$ cat src/rtl/inst_axi_rd_bridge_pkg.sv
// Shared AXI constants, AR channel state encoding and counter width for the
// instruction-side read bridge.
package inst_axi_rd_bridge_pkg;

    localparam int CNT_W = 3;

    localparam logic [1:0] BURST_INCR = 2'b01;
    localparam logic [1:0] RESP_OKAY  = 2'b00;

    typedef enum logic {
        AR_IDLE = 1'b0,
        AR_SEND = 1'b1
    } ar_state_t;

endpackage

$ cat src/rtl/inst_axi_rd_bridge_track_cnt.sv
// Outstanding-read and cancelled-read bookkeeping for the instruction bridge.
module rd_track_cnt
    import inst_axi_rd_bridge_pkg::*;
#(
    parameter int MAX_OUTSTANDING = 2
) (
    input  logic clk,
    input  logic reset,
    input  logic flush,
    input  logic accept,
    input  logic r_hs,
    output logic can_accept,
    output logic beat_live
);

    logic [CNT_W-1:0] outstanding;
    logic [CNT_W-1:0] cancel_cnt;
    logic             beat;

    // A beat with nothing outstanding is a slave protocol error; ignoring it
    // keeps the counter from wrapping.
    assign beat       = r_hs && (outstanding != '0);
    assign beat_live  = beat && (cancel_cnt == '0);
    assign can_accept = outstanding < CNT_W'(MAX_OUTSTANDING);

    always_ff @(posedge clk) begin
        if (reset) begin
            outstanding <= '0;
            cancel_cnt  <= '0;
        end else begin
            case ({accept, beat})
                2'b10:   outstanding <= outstanding + CNT_W'(1);
                2'b01:   outstanding <= outstanding - CNT_W'(1);
                default: outstanding <= outstanding;
            endcase

            // Everything still owed when flush hits is stale, except the beat
            // retiring in this same cycle.
            if (flush) begin
                cancel_cnt <= outstanding - CNT_W'(beat);
            end else if (beat && (cancel_cnt != '0)) begin
                cancel_cnt <= cancel_cnt - CNT_W'(1);
            end
        end
    end

endmodule

$ cat src/rtl/inst_axi_rd_bridge.sv
// Converts sram-like instruction fetch reads into single-beat in-order AXI4
// reads, dropping the data of reads cancelled by an exception flush.
module inst_axi_rd_bridge
    import inst_axi_rd_bridge_pkg::*;
#(
    parameter int         MAX_OUTSTANDING = 2,
    parameter logic [3:0] AXI_ID          = 4'd0
) (
    input  logic        clk,
    input  logic        reset,
    input  logic        flush,

    input  logic        inst_sram_req,
    input  logic        inst_sram_wr,
    input  logic [1:0]  inst_sram_size,
    input  logic [31:0] inst_sram_addr,
    output logic        inst_sram_addrok,
    output logic        inst_sram_dataok,
    output logic [31:0] inst_sram_rdata,

    output logic [3:0]  arid,
    output logic [31:0] araddr,
    output logic [7:0]  arlen,
    output logic [2:0]  arsize,
    output logic [1:0]  arburst,
    output logic [1:0]  arlock,
    output logic [3:0]  arcache,
    output logic [2:0]  arprot,
    output logic        arvalid,
    input  logic        arready,

    input  logic [3:0]  rid,
    input  logic [31:0] rdata,
    input  logic [1:0]  rresp,
    input  logic        rlast,
    input  logic        rvalid,
    output logic        rready,

    output logic        bus_err
);

    ar_state_t ar_state;
    logic      r_hs;
    logic      can_accept;
    logic      beat_live;
    logic      unused_r_fields;

    // In-order single-beat responses make rid and rlast redundant.
    assign unused_r_fields = ^{rid, rlast};

    assign rready = !reset;
    assign r_hs   = rvalid && rready;

    assign inst_sram_addrok = (ar_state == AR_IDLE) && inst_sram_req && !inst_sram_wr
                              && !flush && can_accept;
    assign inst_sram_dataok = beat_live;
    assign inst_sram_rdata  = rdata;
    assign bus_err          = beat_live && (rresp != RESP_OKAY);

    assign arid    = AXI_ID;
    assign arlen   = '0;
    assign arburst = BURST_INCR;
    assign arlock  = '0;
    assign arcache = '0;
    assign arprot  = '0;

    // A flush never withdraws a pending AR; that read is already counted and
    // its data is discarded on return.
    always_ff @(posedge clk) begin
        if (reset) begin
            ar_state <= AR_IDLE;
            arvalid  <= 1'b0;
            araddr   <= '0;
            arsize   <= '0;
        end else begin
            case (ar_state)
                AR_IDLE: begin
                    if (inst_sram_addrok) begin
                        ar_state <= AR_SEND;
                        arvalid  <= 1'b1;
                        araddr   <= inst_sram_addr;
                        arsize   <= {1'b0, inst_sram_size};
                    end
                end
                AR_SEND: begin
                    if (arready) begin
                        ar_state <= AR_IDLE;
                        arvalid  <= 1'b0;
                    end
                end
                default: begin
                    ar_state <= AR_IDLE;
                    arvalid  <= 1'b0;
                end
            endcase
        end
    end

    rd_track_cnt #(
        .MAX_OUTSTANDING(MAX_OUTSTANDING)
    ) u_track (
        .clk       (clk),
        .reset     (reset),
        .flush     (flush),
        .accept    (inst_sram_addrok),
        .r_hs      (r_hs),
        .can_accept(can_accept),
        .beat_live (beat_live)
    );

endmodule

$ cat config.mk
export PLATFORM = sky130hd
export DESIGN_NAME = inst_axi_rd_bridge
export DESIGN_NICKNAME = d
export VERILOG_FILES = /design/src/rtl/inst_axi_rd_bridge_pkg.sv /design/src/rtl/inst_axi_rd_bridge_track_cnt.sv /design/src/rtl/inst_axi_rd_bridge.sv
export SDC_FILE = /design/constraint.sdc
export NUM_CORES = 1
export LEC_CHECK = 0
export ABC_AREA = 0
export CAP_MARGIN = 20
export CORE_ASPECT_RATIO = 1.1
export CORE_MARGIN = 2
export CORE_UTILIZATION = 38
export CTS_BUF_LIST = sky130_fd_sc_hd__clkbuf_8 sky130_fd_sc_hd__clkbuf_16
export CTS_CLUSTER_DIAMETER = 80
export DETAILED_ROUTE_END_ITERATION = 12
export PLACE_DENSITY = 0.87
export SYNTH_ARGS = -nofsm -noshare
export SYNTH_HDL_FRONTEND = slang
export SYNTH_SLANG_ARGS = --single-unit
$ cat constraint.sdc
create_clock -name clk -period 5.55 [get_ports clk]
set_input_delay 0.555 -clock clk [delete_from_list [all_inputs] [get_ports clk]]
set_output_delay 0.555 -clock clk [all_outputs]
set_load 0.05 [all_outputs]
* Word-level counts from Yosys, hierarchy flattened
Index checks and enable logic that the tools add are counted.
Word-level totals: word-level logic and storage cells 45, flip-flop bits (word level) 42
Cells by class: $lt $le $gt $ge 1, bitwise gates (word level) 1, mux-type cells 9, reduce and logical (&&, ||, !) cells 20, eq/ne operators 4, $add $sub $neg 4
Operators by type and width (number):
- $logic_and A1 B1 Y1 | 9
- $mux W3 | 2
- $pmux W3 S2 | 1
- $reduce_bool A2 Y1 | 3
- $reduce_bool A3 Y1 | 2
- $sub A3 B1 Y3 const B | 2
- $mux W1 | 4
- $pmux W1 S2 | 2
- $reduce_and A2 Y1 | 2
- $add A3 B1 Y3 const B | 1
- $logic_not A1 Y1 | 3
- $logic_not A3 Y1 | 1
- $lt A3 B2 Y1 const B | 1
- $sub A3 B1 Y3 | 1
- $eq A2 B1 Y1 const B | 1
- $eq A2 B2 Y1 const B | 1
- $ne A2 B1 Y1 const B | 1
- $ne A2 B2 Y1 const B | 1
- $not A1 Y1 | 1

* Depth between registers and ports, before layout
Gate-level depths: netlist (run 1).
depth after elaboration 7, depth in mapped cells 9, gate-level depth less buffers 8

* By module
From an unflattened synthesis (run 1), not the netlist that was laid out.
Unflattened totals: cell total of the unflattened synthesis 272, area, all modules 2368.5 um^2
Modules (own cells, without submodules):
- inst_axi_rd_bridge | area each 1898.1 um^2, cells an instance 217, instances 1
- rd_track_cnt | area each 470.5 um^2, cells an instance 55, instances 1

* Worst setup path after synthesis (run 1)
OpenSTA, ideal clock, no wires.
path type input port to output port, start point input reset, end point output bus_err, data required time 4995 ps, buffers on the path 1, path slack 2367 ps, arrival time 2628 ps, cell stages on the path 4, cell sequence buf_2 > nand2b_4 > nor3b_1 > o21a_1
On the way: cells in the longest elaborated chain, start to end 5
Ends and longest elaborated chain:
- from (decl) | line inst_axi_rd_bridge.sv:10 | input logic reset,
- $logic_not A1 Y1 | line inst_axi_rd_bridge.sv:51 | assign rready = !reset;
- $logic_and A1 B1 Y1 | line inst_axi_rd_bridge.sv:52 | assign r_hs = rvalid && rready;
- $logic_and A1 B1 Y1 | line inst_axi_rd_bridge_track_cnt.sv:22 | assign beat = r_hs && (outstanding != '0);
- $logic_and A1 B1 Y1 | line inst_axi_rd_bridge_track_cnt.sv:23 | assign beat_live = beat && (cancel_cnt == '0);
- via inst_sram_dataok | line inst_axi_rd_bridge.sv:18 | output logic inst_sram_dataok,
- $logic_and A1 B1 Y1 | line inst_axi_rd_bridge.sv:58 | assign bus_err = beat_live && (rresp != RESP_OKAY);
- to (decl) | line inst_axi_rd_bridge.sv:39 | output logic bus_err
The timed path passes the listed nets, and every way through them passes these cells.

* Worst setup path in the final report (run 1)
start point input reset, end point output bus_err
On the way: cells in the longest elaborated chain, start to end 5
Ends and longest elaborated chain (line):
- $logic_not A1 Y1 | inst_axi_rd_bridge.sv:51
- $logic_and A1 B1 Y1 | inst_axi_rd_bridge.sv:52
- $logic_and A1 B1 Y1 | inst_axi_rd_bridge_track_cnt.sv:22
- $logic_and A1 B1 Y1 | inst_axi_rd_bridge_track_cnt.sv:23
- $logic_and A1 B1 Y1 | inst_axi_rd_bridge.sv:58
No other way between the ends.

==> results of run 1 <==
==> metrics by stage <==
step | utilization [%] | hold slack, ps | worst slack, ps
after global routing | 48.4 | 484 | 2160
after global placement | 46.9 | 447 | 2330
after CTS | 48.4 | 466 | 2280
after floorplan | - | 468 | 2370
final | 48.4 | 460 | 2290
after detailed placement | 46.9 | 455 | 2290
==> kinds of logic after synthesis <==
kind of cell / count (synthesis)
other: 2
adder cells (fa/ha/maj): 6
buffers and inverters: 84
XOR/XNOR: 3
AO/OA/AOI/OAI: 78
AND/OR/NAND/NOR: 64
flip-flops: 42
==> metal layers <==
metal  track usage (%)  share of wire (%)  wire [um]  vias up
met1              14.8                 40       2050      912
met2              28.5                 51       2650       70
met5                 0                  0          0        -
met3              4.23                7.0        362       14
li1                  -                  -          -      955
met4              5.24                1.7         85        0
==> power groups by stage <==
stage / clock network [mW] / logic (mW) / registers, mW
after floorplan: 0 / 0.170 / 0.358
after global placement: 0 / 0.180 / 0.327
after detailed placement: 0 / 0.182 / 0.328
after CTS: 0.214 / 0.182 / 0.321
after global routing: 0.227 / 0.193 / 0.322
final: 0.204 / 0.181 / 0.321
==> final timing paths <==
kind / from / end / slack [ps] / cells after the start
max: reset / bus_err / 2290 / 6
min: arvalid / arvalid / 460 / 2
max reg2reg: u_track.outstanding[2] / u_track.cancel_cnt[2] / 3330 / 7
min reg2reg: arvalid / arvalid / 460 / 2
==> placed cells by master (no fill, tap or decap), drive strengths merged <==
cell | Yosys | layout
dfxtp | 42 | 42
or3 | 3 | 3
o21ai | 35 | 35
nor3b | 2 | 2
a311o | 2 | 2
or4b | 1 | 1
o311a | 1 | 1
nand2b | 3 | 3
nor4 | 2 | 2
conb | 2 | 24
a211oi | 1 | 1
nor2 | 8 | 8
nor2b | 1 | 1
fa | 1 | 1
xor2 | 3 | 3
nor4b | 1 | 1
clkbuf | 6 | 6
clkinvlp | 0 | 1
buf | 70 | 3
nor3 | 2 | 2
clkdlybuf4s50 | 0 | 81
nand3 | 34 | 34
a21oi | 38 | 38
nand2 | 5 | 5
and3 | 1 | 1
o21a | 1 | 1
inv | 8 | 8
or2 | 1 | 1
ha | 5 | 5
clkinv | 0 | 1
==> flip-flops by register name, indices dropped and copies added, names as in the netlist <==
register,cells
u_track.outstanding,3
arvalid,1
araddr,32
u_track.cancel_cnt,3
arsize,2
ar_state,1
==> worst max-delay path: stages <==
cell             delay [ps]
clkdlybuf4s50_1         400
buf_4                   270
nand2b_4                230
nor3b_1                 270
o21a_1                  170
clkdlybuf4s50_1         790
==> layout make-up <==
type	instances	area, um2	share of cell area (%)
Multi-Input combinational cell	175	1080	36.3
Sequential cell	42	841	28.2
Timing Repair Buffer	84	833	27.9
Tap cell	80	100	3.36
Clock buffer	6	82.6	2.77
Inverter	8	30.0	1.01
Clock inverter	2	12.5	0.420
==> flow_summary_export.csv, run 1 <==
group,metric,value,unit
floorplan,core-area,0.00616,mm2
cells_and_area,num_antenna_cells,0,
detailed_routing,avgRoutedWirePerCell,13.0,um
synthesis,synth_xor_area_share,1.08,%
pwr,combPwrFrac,25.7,%
pwr,switching_share,32.8,%
pwr,switchingPower,0.232,mW
cts,cts_tree,"built",
timing,fmax,307,MHz
detailed_routing,wl,5140,um
flow_run,max-cap-violations,0,
cts,post-cts-setup-buffer-count,0,
detailed_routing,drt-pass1-iter-count,4,
grt,grt_overflow,0,
min_path,hold_path.class,"flip-flop to flip-flop",
placed_design,io_buffers,81,
floorplan,rows,30,
critical_path,crit_arrival,2700,ps
timing,final-max-slew-violation-count,0,
placed_design,dp.cells,389,
cts,ctsResizeCount,0,
timing,setup_viol,0,
critical_path,critPathMaxFanout,44,
cells_and_area,drive_gt1_share,14.5,%
pwr,power_density,237,mW/mm2
cells_and_area,area_growth,23.1,%
timing,rsz0062_at_grt,"no",
synthesis,ys_ff_latch,42,
timing,fin_skew,2.91,ps
floorplan,start_util,39.3,%
critical_path,path_class,"input port to output port",
synthesis,ys_warn_count,0,
detailed_routing,drt_first_iter_violations,43,
cts,clock-root-buffer,"clkbuf_8",
cts,clkTransAtPathRegs,80,ps
synthesis,async_flop_share,0,%
synthesis,synth-adder-area-share,3.41,%
synthesis,ys_seq_area_share,34.7,%
cts,hold_buffers,0,
synthesis,synth_top_area_cell,"dfxtp_1",
cts,ctsLongestPathBuffers,2,
pwr,p_int,0.474,mW
floorplan,ios,175,
cells_and_area,fin_nets,402,
cts,cts_inserted_buffers,5,
grt,grt_pass1_vias,1835,
detailed_routing,ant_nets,0,
outcome,run_status,"finished clean",
synthesis,synth_area_leaders,"dfxtp_1 (35%), buf_4 (17%), o21ai_2 (11%), a21oi_1 (7.9%), nand3_1 (7.0%)",
timing,finalHoldViolCount,0,
pwr,vdd_ir_drop_max,75.6,uV
timing,finalCritPeriodShare,58.7,%
floorplan,die-area,0.00703,mm2
grt,grt_antenna_before_repair,0,
synthesis,synth_area,0.00242,mm2
detailed_routing,num_vias,1951,
synthesis,synth.mux.area_fraction,0,%
grt,grtUsageTotal,14.7,%
timing,slew_headroom,31.9,%
critical_path,end_kind,"output port",
detailed_routing,drc,0,
floorplan,die_y,87.7,um
synthesis,synth_edf_count,0,
placed_design,place_congestion,0.809,
detailed_routing,viasPerCell,4.91,
cts,clock_sinks,42,
cts,htreeDepth,2,
synthesis,ys_top_cells_by_count,"buf_4 (56), dfxtp_1 (42), a21oi_1 (38)",
synthesis,synthFlopType,"dfxtp_1",
timing,tns,0,ps
floorplan,chipWidth,80.1,um
synthesis,synth_compound_area_share,21.6,%
timing,worstMarginPinSlew,1020,ps
pwr,power_frac_seq,45.4,%
pwr,clkPwrFrac,28.9,%
synthesis,ys_types,34,
placed_design,postPlaceCellArea,0.00289,mm2
synthesis,synth_most_common_cell,"buf_4",
grt,grt_pass1_wl,8220,um
grt,grt_start_max_net_pins,45,
cells_and_area,fin_area,0.00298,mm2
pwr,total_power,0.706,mW
critical_path,critPathRequiredTime,4990,ps
placed_design,hpwl,3570,um
cells_and_area,final_cell_count_no_fill,397,
synthesis,yosysTopAreaCellShare,34.7,%
critical_path,critPathLaunchType,"input port",
synthesis,synthSimpleGateAreaFrac,14.8,%
synthesis,avgSynthCellArea,8.68,um2
cells_and_area,n_fill_cell,594,
pwr,p_leak,1.04,nW
synthesis,syn_inst,279,
synthesis,synth_top_family_by_area,"buffers and inverters",
timing,layout_min_cycle_time,3260,ps
cts,clock_latency,290,ps
Power figures use the tool's default switching activity.
==> inputs of run 2 (changes only) <==
CORE_UTILIZATION = 35   (was 38)
PLACE_DENSITY = 0.81   (was 0.87)
clock period = 3.05 ns   (was 5.55 ns; I/O delays follow)
==> run 2 against run 1 <==
First-iteration DRC count is 84% higher. Highest routed layer unchanged. Utilization fell by 2.7 points. Register-to-register slack lost 2500 ps. Wire length is 3.1% higher. Non-clock buffer count is 1 higher. Critical path type is now flip-flop to output port. Clock skew shrank 1.1 ps. Sequential share of layout area down 0.51 points. Final cell count is 0.50% higher. Sequential cell count unchanged. Hold slack barely moved. Sequential power up 82%.
==> flow_summary_export.csv, run 2 (same netlist as run 1, synthesis figures left out) <==
group,metric,value,unit
outcome,run_status,"finished clean",
critical_path,end_kind,"output port",
cells_and_area,reg.largest.list,"araddr: 32 flops, u_track.cancel_cnt: 3 flops, u_track.outstanding: 3 flops",
timing,tns,0,ps
grt,grt_pass1_wl,8780,um
floorplan,die-area,0.00760,mm2
timing,slew_headroom,51.8,%
pwr,total_power,1.37,mW
critical_path,reg2reg_from,"u_track.outstanding[2]",
placed_design,place_congestion,0.766,
floorplan,chipWidth,83.3,um
critical_path,r2r_setup_slack,810,ps
timing,worstMarginPinSlew,718,ps
grt,grt_start_max_net_pins,44,
grt,grt_pass1_vias,1896,
cells_and_area,area_growth,25.4,%
detailed_routing,drc,0,
cells_and_area,layout_commonest_cell,"clkdlybuf4s50_1",
timing,holdWs,460,ps
timing,layout_min_cycle_time,2270,ps
cts,clock_latency,290,ps
detailed_routing,ant_nets,0,
detailed_routing,wl,5300,um
placed_design,hpwl,3690,um
min_path,hold_path.class,"flip-flop to flip-flop",
timing,fmax,441,MHz
cts,clock_sinks,42,
cts,cts_inserted_buffers,5,
cells_and_area,drive_gt1_share,15.8,%
critical_path,critPathRequiredTime,2740,ps
floorplan,ios,175,
pwr,p_leak,1.08,nW
cts,hold_buffers,0,
timing,finalHoldViolCount,0,
cts,clock-root-buffer,"clkbuf_8",
cts,ctsLongestPathBuffers,2,
critical_path,critPathLaunchType,"flip-flop",
cts,cts_tree,"built",
detailed_routing,drt-pass1-iter-count,4,
detailed_routing,avgRoutedWirePerCell,13.3,um
min_path,worstHoldStart,"araddr[21]",
cells_and_area,largest_register_ffs,32,
placed_design,dp.cells,392,
min_path,min_to,"araddr[21]",
cells_and_area,layout_common_cells,"clkdlybuf4s50_1 (77), dfxtp_1 (42), a21oi_1 (38)",
timing,setup_viol,0,
floorplan,die_y,91.3,um
cells_and_area,fin_nets,403,
timing,final-max-slew-violation-count,0,
timing,finalCritPeriodShare,74.3,%
critical_path,critPathMaxFanout,4,
critical_path,worstReg2RegEnd,"u_track.cancel_cnt[2]",
grt,grtUsageTotal,13.9,%
detailed_routing,viasPerCell,4.85,
critical_path,crit_arrival,1960,ps
pwr,vdd_ir_drop_max,195,uV
detailed_routing,num_vias,1935,
cts,htreeDepth,2,
min_path,hold_depth,2,
grt,grt_antenna_before_repair,0,
floorplan,core-area,0.00663,mm2
grt,grt_overflow,0,
floorplan,start_util,36.5,%
cts,clkTransAtPathRegs,80,ps
cts,ctsResizeCount,0,
flow_run,max-cap-violations,0,
critical_path,rr_worst_depth,7,
critical_path,path_class,"flip-flop to output port",
detailed_routing,drt_first_iter_violations,79,
cells_and_area,n_fill_cell,645,
floorplan,rows,31,
timing,rsz0062_at_grt,"no",
cells_and_area,regMostFlops,"araddr",
placed_design,io_buffers,81,
pwr,power_density,450,mW/mm2
cells_and_area,num_antenna_cells,0,
cells_and_area,multiInputGateArea,0.00108,mm2
cells_and_area,ff_latch_area,841,um2
cells_and_area,final_cell_count_no_fill,399,
cts,post-cts-setup-buffer-count,0,
timing,fin_skew,1.83,ps
## run 2: changes by cell type in the layout (fill, tap and decap cells not counted)
cell             change
clkinvlp_4           -1
buf_12               +3
buf_4                +2
clkdlybuf4s50_1      -4
bufinv_16            +1
clkinv_2             -1
## run 2: layer usage
layer,GRT usage [%],up-vias,share of wire (%)
li1,-,950,-
met1,15.4,908,41
met2,24.6,66,51
met3,4.27,11,7.3
met4,5.46,0,1.1
met5,0,-,0
## run 2: area by class of cell
| class | instances | share of cell area (%) |
|---|---|---|
| Multi-Input combinational cell | 175 | 35.6 |
| Timing Repair Buffer | 85 | 28.6 |
| Sequential cell | 42 | 27.7 |
| Tap cell | 82 | 3.38 |
| Clock buffer | 6 | 2.72 |
| Clock inverter | 1 | 0.989 |
| Inverter | 8 | 0.989 |
## run 2: worst max-delay path, stage by stage (launching register included)
cell and delay [ps]:
dfxtp_1 330, inv_1 80, ha_1 170, nor2b_1 270, nor3b_1 440, o21a_1 240, buf_12 140
## run 2: stage by stage
step | utilization, % | worst slack (ps) | area, um2
after global placement | 44.1 | 596 | 2920
after CTS | 45.8 | 754 | 3040
final | 45.8 | 785 | 3040
after floorplan | - | 240 | 2500
after detailed placement | 44.1 | 535 | 2920
after global routing | 45.8 | 585 | 3040
## run 2: worst max-delay path by stage
stage	from	cells after the start	endpoint
final	u_track.cancel_cnt[0]	6	bus_err
after global routing	u_track.outstanding[2]	7	u_track.cancel_cnt[2]
after CTS	u_track.cancel_cnt[0]	6	bus_err
after detailed placement	flush	9	u_track.outstanding[2]
after global placement	flush	9	u_track.outstanding[2]
after floorplan	u_track.cancel_cnt[0]	5	bus_err
## run 2: report_power, final
part	internal, mW	total [mW]	switching, mW
Sequential	0.569	0.583	0.0146
Combinational	0.116	0.335	0.220
Clock	0.262	0.448	0.186
Total	0.946	1.37	0.421
